==> src/rtl/tty_pkg.sv <==
// tty_pkg: shared constants, state encoding and cell packing for the glass-TTY sequencer.
package tty_pkg;
    localparam int COLS     = 128;
    localparam int ROWS     = 32;
    localparam int BUF_ROWS = 64;

    localparam logic [5:0] REG_SCROLLV = 6'd0;
    localparam logic [5:0] REG_XCURSOR = 6'd2;
    localparam logic [5:0] REG_YCURSOR = 6'd3;

    localparam logic [7:0] CH_BS    = 8'h08;
    localparam logic [7:0] CH_LF    = 8'h0A;
    localparam logic [7:0] CH_FF    = 8'h0C;
    localparam logic [7:0] CH_CR    = 8'h0D;
    localparam logic [7:0] CH_SP    = 8'h20;
    localparam logic [7:0] CH_TILDE = 8'h7E;

    localparam logic [6:0] ATTR_INIT = 7'h07;

    typedef enum logic [2:0] {
        INIT_CLR, IDLE, PUTC, CLR_ROW, CLR_ALL, SET_SCROLL, SET_X, SET_Y
    } state_t;

    function automatic logic [15:0] cell_pack(input logic [6:0] a, input logic [7:0] ch);
        return {1'b0, a[6:4], a[3:0], ch};
    endfunction

    function automatic logic [14:0] reg_addr(input logic [5:0] idx);
        return {2'b10, 4'b0000, idx, 3'b000};
    endfunction
endpackage

==> src/rtl/tty_clear_seq.sv <==
// tty_clear_seq: word-address counter for clearing one buffer row or the whole buffer.
module tty_clear_seq
    import tty_pkg::*;
(
    input  logic        clk_data,
    input  logic        irstn,
    input  logic        i_start,
    input  logic        i_step,
    input  logic        i_full,
    input  logic [5:0]  i_row,
    output logic [14:0] o_addr,
    output logic        o_done
);
    logic [10:0] r_cnt;

    // The counter self-clears on its last word so the next clear always begins at zero.
    assign o_done = i_full ? (r_cnt == 11'(BUF_ROWS * 32 - 1)) : (&r_cnt[4:0]);
    assign o_addr = {1'b0, i_full ? r_cnt[10:5] : i_row, r_cnt[4:0], 3'b000};

    always_ff @(posedge clk_data or negedge irstn) begin
        if (!irstn)
            r_cnt <= '0;
        else
            r_cnt <= (i_start || (i_step && o_done)) ? '0 : i_step ? r_cnt + 11'd1 : r_cnt;
    end
endmodule

==> src/rtl/tty_console_ctrl.sv <==
// tty_console_ctrl: turns a console byte stream into frame-store cell, clear and cursor/scroll writes.
module tty_console_ctrl
    import tty_pkg::*;
(
    input  logic        clk_data,
    input  logic        irstn,
    input  logic [7:0]  in_data,
    input  logic        in_valid,
    output logic        in_ready,
    input  logic [6:0]  attr,
    output logic        busy,
    output logic [14:0] addrb,
    output logic [63:0] dinb,
    output logic [7:0]  web,
    output logic        enb
);
    state_t      r_state, w_next;
    logic [6:0]  r_col, w_col;
    logic [4:0]  r_line, w_line;
    logic [5:0]  r_top, w_top;
    logic [7:0]  r_ch;
    logic [6:0]  r_attr;
    logic [14:0] w_addr, w_clr_addr;
    logic [63:0] w_din;
    logic [7:0]  w_we;
    logic        w_en, w_start, w_accept, w_clr_done, w_bottom;
    logic [5:0]  w_abs_row;
    logic [4:0]  w_nl_line;
    logic [5:0]  w_nl_top;
    state_t      w_nl_next;

    assign in_ready  = r_state == IDLE;
    assign busy      = !in_ready;
    assign w_accept  = in_valid && in_ready;
    assign w_abs_row = r_top + 6'(r_line);
    assign w_bottom  = r_line == 5'(ROWS - 1);
    // Newline at the bottom line scrolls: bump top and clear the row that becomes visible.
    assign w_nl_line = w_bottom ? r_line : r_line + 5'd1;
    assign w_nl_top  = w_bottom ? r_top + 6'd1 : r_top;
    assign w_nl_next = w_bottom ? CLR_ROW : SET_X;

    tty_clear_seq u_clr (
        .clk_data (clk_data),
        .irstn    (irstn),
        .i_start  (w_start),
        .i_step   (r_state == INIT_CLR || r_state == CLR_ROW || r_state == CLR_ALL),
        .i_full   (r_state != CLR_ROW),
        .i_row    (r_top + 6'(ROWS - 1)),
        .o_addr   (w_clr_addr),
        .o_done   (w_clr_done)
    );

    always_comb begin
        w_next  = r_state;
        w_col   = r_col;
        w_line  = r_line;
        w_top   = r_top;
        w_start = 1'b0;
        w_en    = 1'b0;
        w_we    = 8'h00;
        w_addr  = addrb;
        w_din   = dinb;
        case (r_state)
            INIT_CLR, CLR_ROW, CLR_ALL: begin
                w_en   = 1'b1;
                w_we   = 8'hFF;
                w_addr = w_clr_addr;
                w_din  = {4{cell_pack(r_attr, CH_SP)}};
                if (w_clr_done) begin
                    w_next = SET_SCROLL;
                    if (r_state == CLR_ALL) begin
                        w_col  = '0;
                        w_line = '0;
                        w_top  = '0;
                    end
                end
            end
            IDLE: if (w_accept) begin
                if (in_data inside {[CH_SP:CH_TILDE]})
                    w_next = PUTC;
                else if (in_data == CH_LF) begin
                    w_next  = w_nl_next;
                    w_line  = w_nl_line;
                    w_top   = w_nl_top;
                    w_start = w_bottom;
                end else if (in_data == CH_CR) begin
                    w_col  = '0;
                    w_next = SET_X;
                end else if (in_data == CH_BS) begin
                    w_col  = |r_col ? r_col - 7'd1 : r_col;
                    w_next = SET_X;
                end else if (in_data == CH_FF) begin
                    w_next  = CLR_ALL;
                    w_start = 1'b1;
                end
            end
            PUTC: begin
                w_en   = 1'b1;
                w_we   = 8'b11 << {r_col[1:0], 1'b0};
                w_addr = {1'b0, w_abs_row, r_col[6:2], 3'b000};
                w_din  = {4{cell_pack(r_attr, r_ch)}};
                if (r_col == 7'(COLS - 1)) begin
                    w_col   = '0;
                    w_next  = w_nl_next;
                    w_line  = w_nl_line;
                    w_top   = w_nl_top;
                    w_start = w_bottom;
                end else begin
                    w_col  = r_col + 7'd1;
                    w_next = SET_X;
                end
            end
            SET_SCROLL: begin
                w_en   = 1'b1;
                w_we   = 8'hFF;
                w_addr = reg_addr(REG_SCROLLV);
                w_din  = 64'({1'b0, r_top});
                w_next = SET_X;
            end
            SET_X: begin
                w_en   = 1'b1;
                w_we   = 8'hFF;
                w_addr = reg_addr(REG_XCURSOR);
                w_din  = 64'(r_col);
                w_next = SET_Y;
            end
            SET_Y: begin
                w_en   = 1'b1;
                w_we   = 8'hFF;
                w_addr = reg_addr(REG_YCURSOR);
                w_din  = 64'({1'b0, w_abs_row});
                w_next = IDLE;
            end
        endcase
    end

    always_ff @(posedge clk_data or negedge irstn) begin
        if (!irstn) begin
            r_state <= INIT_CLR;
            r_col   <= '0;
            r_line  <= '0;
            r_top   <= '0;
            r_ch    <= '0;
            r_attr  <= ATTR_INIT;
            addrb   <= '0;
            dinb    <= '0;
            web     <= '0;
            enb     <= 1'b0;
        end else begin
            r_state <= w_next;
            r_col   <= w_col;
            r_line  <= w_line;
            r_top   <= w_top;
            addrb   <= w_addr;
            dinb    <= w_din;
            web     <= w_we;
            enb     <= w_en;
            if (w_accept) begin
                r_ch   <= in_data;
                r_attr <= attr;
            end
        end
    end
endmodule

==> config.mk <==
export PLATFORM = sky130hd
export DESIGN_NAME = tty_console_ctrl
export DESIGN_NICKNAME = d
export VERILOG_FILES = /design/src/rtl/tty_pkg.sv /design/src/rtl/tty_clear_seq.sv /design/src/rtl/tty_console_ctrl.sv
export SDC_FILE = /design/constraint.sdc
export NUM_CORES = 1
export LEC_CHECK = 0
export CAP_MARGIN = 5
export CELL_PAD_IN_SITES_DETAIL_PLACEMENT = 0
export CELL_PAD_IN_SITES_GLOBAL_PLACEMENT = 1
export CORE_MARGIN = 3
export CORE_UTILIZATION = 40
export DETAILED_ROUTE_END_ITERATION = 7
export HOLD_SLACK_MARGIN = 0.06
export PLACE_DENSITY = 0.9
export SETUP_SLACK_MARGIN = 0.2
export SYNTH_ARGS = -nofsm -noshare
export SYNTH_HDL_FRONTEND = slang
export SYNTH_SLANG_ARGS = --single-unit
==> constraint.sdc <==
create_clock -name clk_data -period 2.7 [get_ports clk_data]
set_input_delay 0.54 -clock clk_data [delete_from_list [all_inputs] [get_ports clk_data]]
set_output_delay 0.54 -clock clk_data [all_outputs]
set_load 0.02 [all_outputs]
# --- Word-level counts from Yosys, hierarchy flattened ---
# Cells that the tools add are included.
word_totals:
  regBits: 135
  latchBits: 0
  mem_bits_rw: 0
  rom_bits: 0
  inputBits: 18
  output_inout_bits: 90
  elab_cells: 117
  n_memories: 0
op_classes:
  n_addsub: 7
  mul: 0
  div_mod_pow: 0
  magnitude_cmp: 2
  n_eq_ne: 25
  n_shift: 1
  n_mux: 52
  bitwise_logic: 0
  reduce_logical: 19
ops:
  columns: ["operator", "n"]
  rows:
  - ["64-bit case mux with 5 select lines", 1]
  - ["15-bit case mux with 5 select lines", 1]
  - ["7-bit 2-to-1 mux", 9]
  - ["6-bit 2-to-1 mux", 8]
  - ["5-bit 2-to-1 mux", 7]
  - ["8-bit by 4-bit == test with 1-bit output (second input constant)", 4]
  - ["3-bit 2-to-1 mux", 9]
  - ["11-bit 2-to-1 mux", 2]
  - ["7-bit case mux with 3 select lines", 1]
  - ["3-bit case mux with 6 select lines", 1]
  - ["6-bit case mux with 3 select lines", 1]
  - ["8-bit case mux with 2 select lines", 1]
  - ["5-bit case mux with 3 select lines", 1]
  - ["7-bit OR reduction", 2]
  - ["3-bit == test (second input constant)", 4]
  - ["11-bit by 1-bit adder with 11-bit output (second input constant)", 1]
  - ["11-bit == test (second input constant)", 1]
  - ["1-bit 2-to-1 mux", 9]
  - ["8-bit by 6-bit greater-or-equal comparator with 1-bit output (second input constant)", 1]
  - ["8-bit by 7-bit less-or-equal comparator with 1-bit output (second input constant)", 1]
  - ["2-bit != test (second input constant)", 4]
  - ["8-bit AND reduction", 1]
  - ["2-bit by 3-bit << shifter with 8-bit output (first input constant)", 1]
  - ["7-bit by 1-bit adder with 7-bit output (second input constant)", 1]
  - ["other kinds (26)", 34]

# --- Depth between registers and ports, before layout ---
logic_depth:
  ltp_word: 10
  depth_mapped: 10
  ltp_nobuf: 8

# --- By module ---
# From an unflattened synthesis, not the netlist that was laid out.
unflattened:
  cells_unflattened: 593
  hier_area_um2: 5521.5
by_module_without_submodules:
  columns: ["mod", "n_inst", "cells_per_inst", "area_each_um2", "seq_area_each_um2"]
  rows:
  - ["tty_console_ctrl", 1, 510, 4775.8, 1955.6]
  - ["tty_clear_seq", 1, 83, 745.7, 275.3]

# --- Worst setup path after synthesis ---
# Ideal clock, no wire load.
synth_timing:
  path_type: "input -> register"
  startpoint: "input port in_data[4]"
  endpoint: "register r_col[0]"
  setup_time_ns: 0.127
  arrival_time_ns: 2.155
  required_ns: 2.573
  slack_ns: 0.417
  cell_stages: 6
  n_path_buf: 1
  cell_sequence: "nor4_1 > nand2_1 > o311ai_2 > and3_1 > buf_4 > mux2_1"
synth_between:
  elab_chain_len: 6
  word_cells_on_any_way: 16
  cone_classes: "2 x order compare; 7 x eq/ne; 5 x mux; 2 x reduce/logical"
synth_lines:
  columns: ["element", "line_no", "text"]
  rows:
  - ["from (decl)", "tty_console_ctrl.sv:7", "input logic [7:0] in_data,"]
  - ["branches (longest 6 deep; another with 8-bit by 6-bit greater-or-equal comparator with 1-bit output)", null, null]
  - ["to (signal assigned)", "tty_console_ctrl.sv:151", "r_col <= w_col;"]
  - ["to (decl)", "tty_console_ctrl.sv:18", "logic [6:0] r_col, w_col;"]
# Several ways; the timed one is not identified. The select of a mux whose other input is x is not followed.
# A chain may end at the register's enable or synchronous reset.

# --- Final worst setup path ---
layout_timing:
  startpoint: "input port in_data[4]"
  endpoint: "register u_clr.r_cnt[5]"
layout_between:
  elab_chain_len: 10
  word_cells_on_any_way: 17
  cone_classes: "2 x order compare; 4 x eq/ne; 8 x mux; 3 x reduce/logical"
layout_lines:
  columns: ["element", "line_no", "text"]
  rows:
  - ["8-bit by 4-bit == test with 1-bit output", "tty_console_ctrl.sv:92", "end else if (in_data == CH_FF) begin"]
  - ["1-bit 2-to-1 mux", "tty_console_ctrl.sv:92", null]
  - ["1-bit 2-to-1 mux", "tty_console_ctrl.sv:89", "end else if (in_data == CH_BS) begin"]
  - ["1-bit 2-to-1 mux", "tty_console_ctrl.sv:86", "end else if (in_data == CH_CR) begin"]
  - ["1-bit 2-to-1 mux", "tty_console_ctrl.sv:81", "else if (in_data == CH_LF) begin"]
  - ["1-bit 2-to-1 mux (*)", "tty_console_ctrl.sv:79", "if (in_data inside {[CH_SP:CH_TILDE]})"]
  - ["1-bit 2-to-1 mux (*)", "tty_console_ctrl.sv:78", "IDLE: if (w_accept) begin"]
  - ["1-bit case mux with 2 select lines (*)", "tty_console_ctrl.sv:63", "case (r_state)"]
  - ["1-bit logical OR (*)", "tty_clear_seq.sv:24", "r_cnt <= (i_start || (i_step && o_done)) ? '0 : i_step ? r_cnt + 11'd1 : r_cnt;"]
  - ["11-bit 2-to-1 mux or 2-bit nonzero test (tied branches)", null, null]
  - ["to (signal assigned)", "tty_clear_seq.sv:24", null]
  - ["to (decl)", "tty_clear_seq.sv:14", "logic [10:0] r_cnt;"]
# Every way passes the cells marked *; elsewhere a longest branch is shown, timed or not.

==> flow_summary.json <==
{
  "status": "finished clean",
  "synth_top_area_share_pct": 39.1,
  "synth_area_leaders": "dfrtp_1 (39%), buf_4 (7.2%), ha_1 (3.8%), a21oi_1 (3.6%), nand2_1 (3.5%)",
  "place_area_um2": 6480,
  "detail-route-antenna-nets": 0,
  "cts_htree_levels": 3,
  "drc_errors": 0,
  "final_area_um2": 6950,
  "fin_util_pct": 54.2,
  "powerDensity_nw_per_um2": 390,
  "synth-edff-count": 0,
  "netlist_area_um2": 5320,
  "clk_pin_slew_worst_paths_ps": 70,
  "firstDrtPassIters": 5,
  "power_mw": 2.71,
  "path_class": "input pin to flip-flop",
  "ys_ff_latch": 86,
  "die_width_um": 121,
  "overflow": 0,
  "syn_avg_cell_area_um2": 9.46,
  "wire_per_inst_um": 19.0,
  "hold_class": "input pin to asynchronous set/reset pin",
  "grtUsageMet1_pct": 28.5,
  "cts_buffers": 9,
  "ios": 108,
  "end_kind": "flip-flop",
  "start_kind": "input pin",
  "dieHeight_um": 121,
  "dp_cells": 814,
  "vias": 4835,
  "coreArea_um2": 12800,
  "leakage_nw": 2.87,
  "ys_seq_area_share_pct": 40.5,
  "ir_drop_uv": 260,
  "postCtsHoldBufs": 0,
  "clock_latency_ps": 350,
  "dieArea_um2": 14700,
  "drt_iter0_drc": 436,
  "finClkSkew_ps": 9.20,
  "area_growth_syn_to_layout_pct": 30.8,
  "ys_warn_count": 0,
  "cts_tree": "yes",
  "grt.met2_usage_pct": 34.9,
  "synth_async_sr_flop_share_pct": 100,
  "top_usage_layer": "met2",
  "slew_violations": 0,
  "grt_pass1_vias": 4634,
  "setup_tns_ps": 0,
  "synthDistinctLibCells": 72,
  "maxCapViolations": 0,
  "critPathMaxFanout": 7,
  "antenna_found_initial": 0,
  "worstMarginPinSlew_ps": 627,
  "num_antenna_cells": 0,
  "slew-limit-headroom_pct": 58.2,
  "cp.arrival_ps": 2760,
  "port_buffers": 100,
  "start_util_pct": 41.5,
  "rows": 41,
  "period_needed_ps": 2490,
  "use_met3_pct": 4.34,
  "synth_area_leader_cell": "dfrtp_1",
  "syn_inst": 562,
  "layout_commonest_cell": "clkdlybuf4s50_1",
  "setup_violations": 0,
  "setup_ws_ps": 205,
  "fin_nets": 693,
  "via_per_inst": 5.79,
  "place_congestion": 0.918,
  "clockBufferDepth": 2,
  "grt_max_degree": 47,
  "ys.flop_type": "dfrtp_1",
  "final_cells": 835,
  "cp_data_required_time_ps": 2970,
  "dp_slack_ps": -175,
  "track_usage_pct": 21.5,
  "rsz0062_at_grt": "true",
  "clock.fmax_mhz": 401,
  "wl_um": 15900,
  "final_cell_mix": "clkdlybuf4s50_1 (98), dfrtp_1 (81), buf_4 (62)",
  "hold_viol": 0,
  "root_buffer": "clkbuf_16",
  "dp_hpwl_um": 11700,
  "cts_sinks": 86,
  "fin_hold_ws_ps": 211,
  "period_share_pct": 92.4,
  "grt_pass1_wl_um": 24900,
  "fillers": 1105,
  "final_layout_size_suffix_gt1_share_pct": 19.6
}
[synth_stat cells, drive strengths merged, types with 4 or more instances]
| cell | number |
|---|---|
| a21oi | 38 |
| a221oi | 5 |
| a22o | 15 |
| a22oi | 12 |
| a31oi | 9 |
| a41oi | 7 |
| and3 | 7 |
| buf | 69 |
| clkbuf | 15 |
| dfrtp | 83 |
| ha | 16 |
| inv | 12 |
| mux2 | 18 |
| mux2i | 11 |
| nand2 | 50 |
| nand2b | 6 |
| nand3 | 15 |
| nand4 | 9 |
| nor2 | 25 |
| nor2b | 5 |
| nor3 | 6 |
| nor3b | 4 |
| nor4 | 5 |
| o21ai | 30 |
| o22ai | 11 |
| o31ai | 14 |
| or3 | 4 |
| or4 | 9 |
| xnor2 | 6 |
[cells by family (layout without fill, tap and decap cells)]
family                   count (synthesis)  after routing  synth area share, %
AO/OA/AOI/OAI                          166            167                 21.3
AND/OR/NAND/NOR                        158            158                 16.0
buffers and inverters                   97            191                 10.8
flip-flops                              86             86                 40.5
multiplexers                            29             29                 5.88
adder cells (fa/ha/maj)                 17             17                 4.14
XOR/XNOR                                 8              8                 1.32
other                                    1              7               0.0705
[critical path: stages]
cell	delay, ps
clkdlybuf4s50_1	420
or4_4	580
nor3b_4	380
a211oi_4	170
or4_4	510
a21oi_2	150
[sequential cells by signal, summed over array words and instances (netlist names)]
| signal | count |
|---|---|
| enb | 1 |
| r_state | 3 |
| r_col | 7 |
| r_top | 6 |
| u_clr.r_cnt | 11 |
| r_line | 5 |
| web | 4 |
| r_attr | 7 |
| dinb | 22 |
| addrb | 12 |
| r_ch | 8 |
[report_power, final]
part	switching, mW	internal, mW	total, mW	leakage, nW
clock network	0.579	0.742	1.32	0.152
registers	0	1.29	1.29	1.12
logic	0.0612	0.0447	0.106	1.60
[per-layer routing]
| metal | routed length [um] | share of wire [%] | up-vias |
|---|---|---|---|
| met2 | 7550 | 48 | 218 |
| met4 | 348 | 2.2 | 0 |
| met5 | 0 | 0 | - |
| li1 | - | - | 2235 |
| met3 | 1180 | 7.4 | 29 |
| met1 | 6790 | 43 | 2353 |
[final timing paths]
path,cells after the start,endpoint,start,slack (ps)
setup / recovery,6,u_clr.r_cnt[5],in_data[4],210
hold / removal,1,r_line[2],irstn,210
setup reg to reg,9,u_clr.r_cnt[5],r_line[0],310
hold reg to reg,2,r_ch[7],r_ch[7],490
max in group asynchronous,2,r_attr[0],irstn,1750
min in group clk_data,2,r_ch[7],r_ch[7],490
[cell type report]
cell class,count,area (um^2),area share (%)
clock inverters,7,93.8,1.35
multi-input cells,386,2740,39.4
repair buffers,162,1480,21.2
flip-flops and latches,86,2160,31.0
clock buffers,9,225,3.24
well taps,172,215,3.10
inverters,13,48.8,0.702
[what timing repair did]
action                                  4_1_cts  5_1_grt
buffers inserted                              0        4
gates resized for setup                       6       21
pin swaps                                     0        5
endpoints found under the setup margin       11       28
hold endpoints to repair                      0        0
cloned                                        0        1
Power figures use the tool's default switching activity.
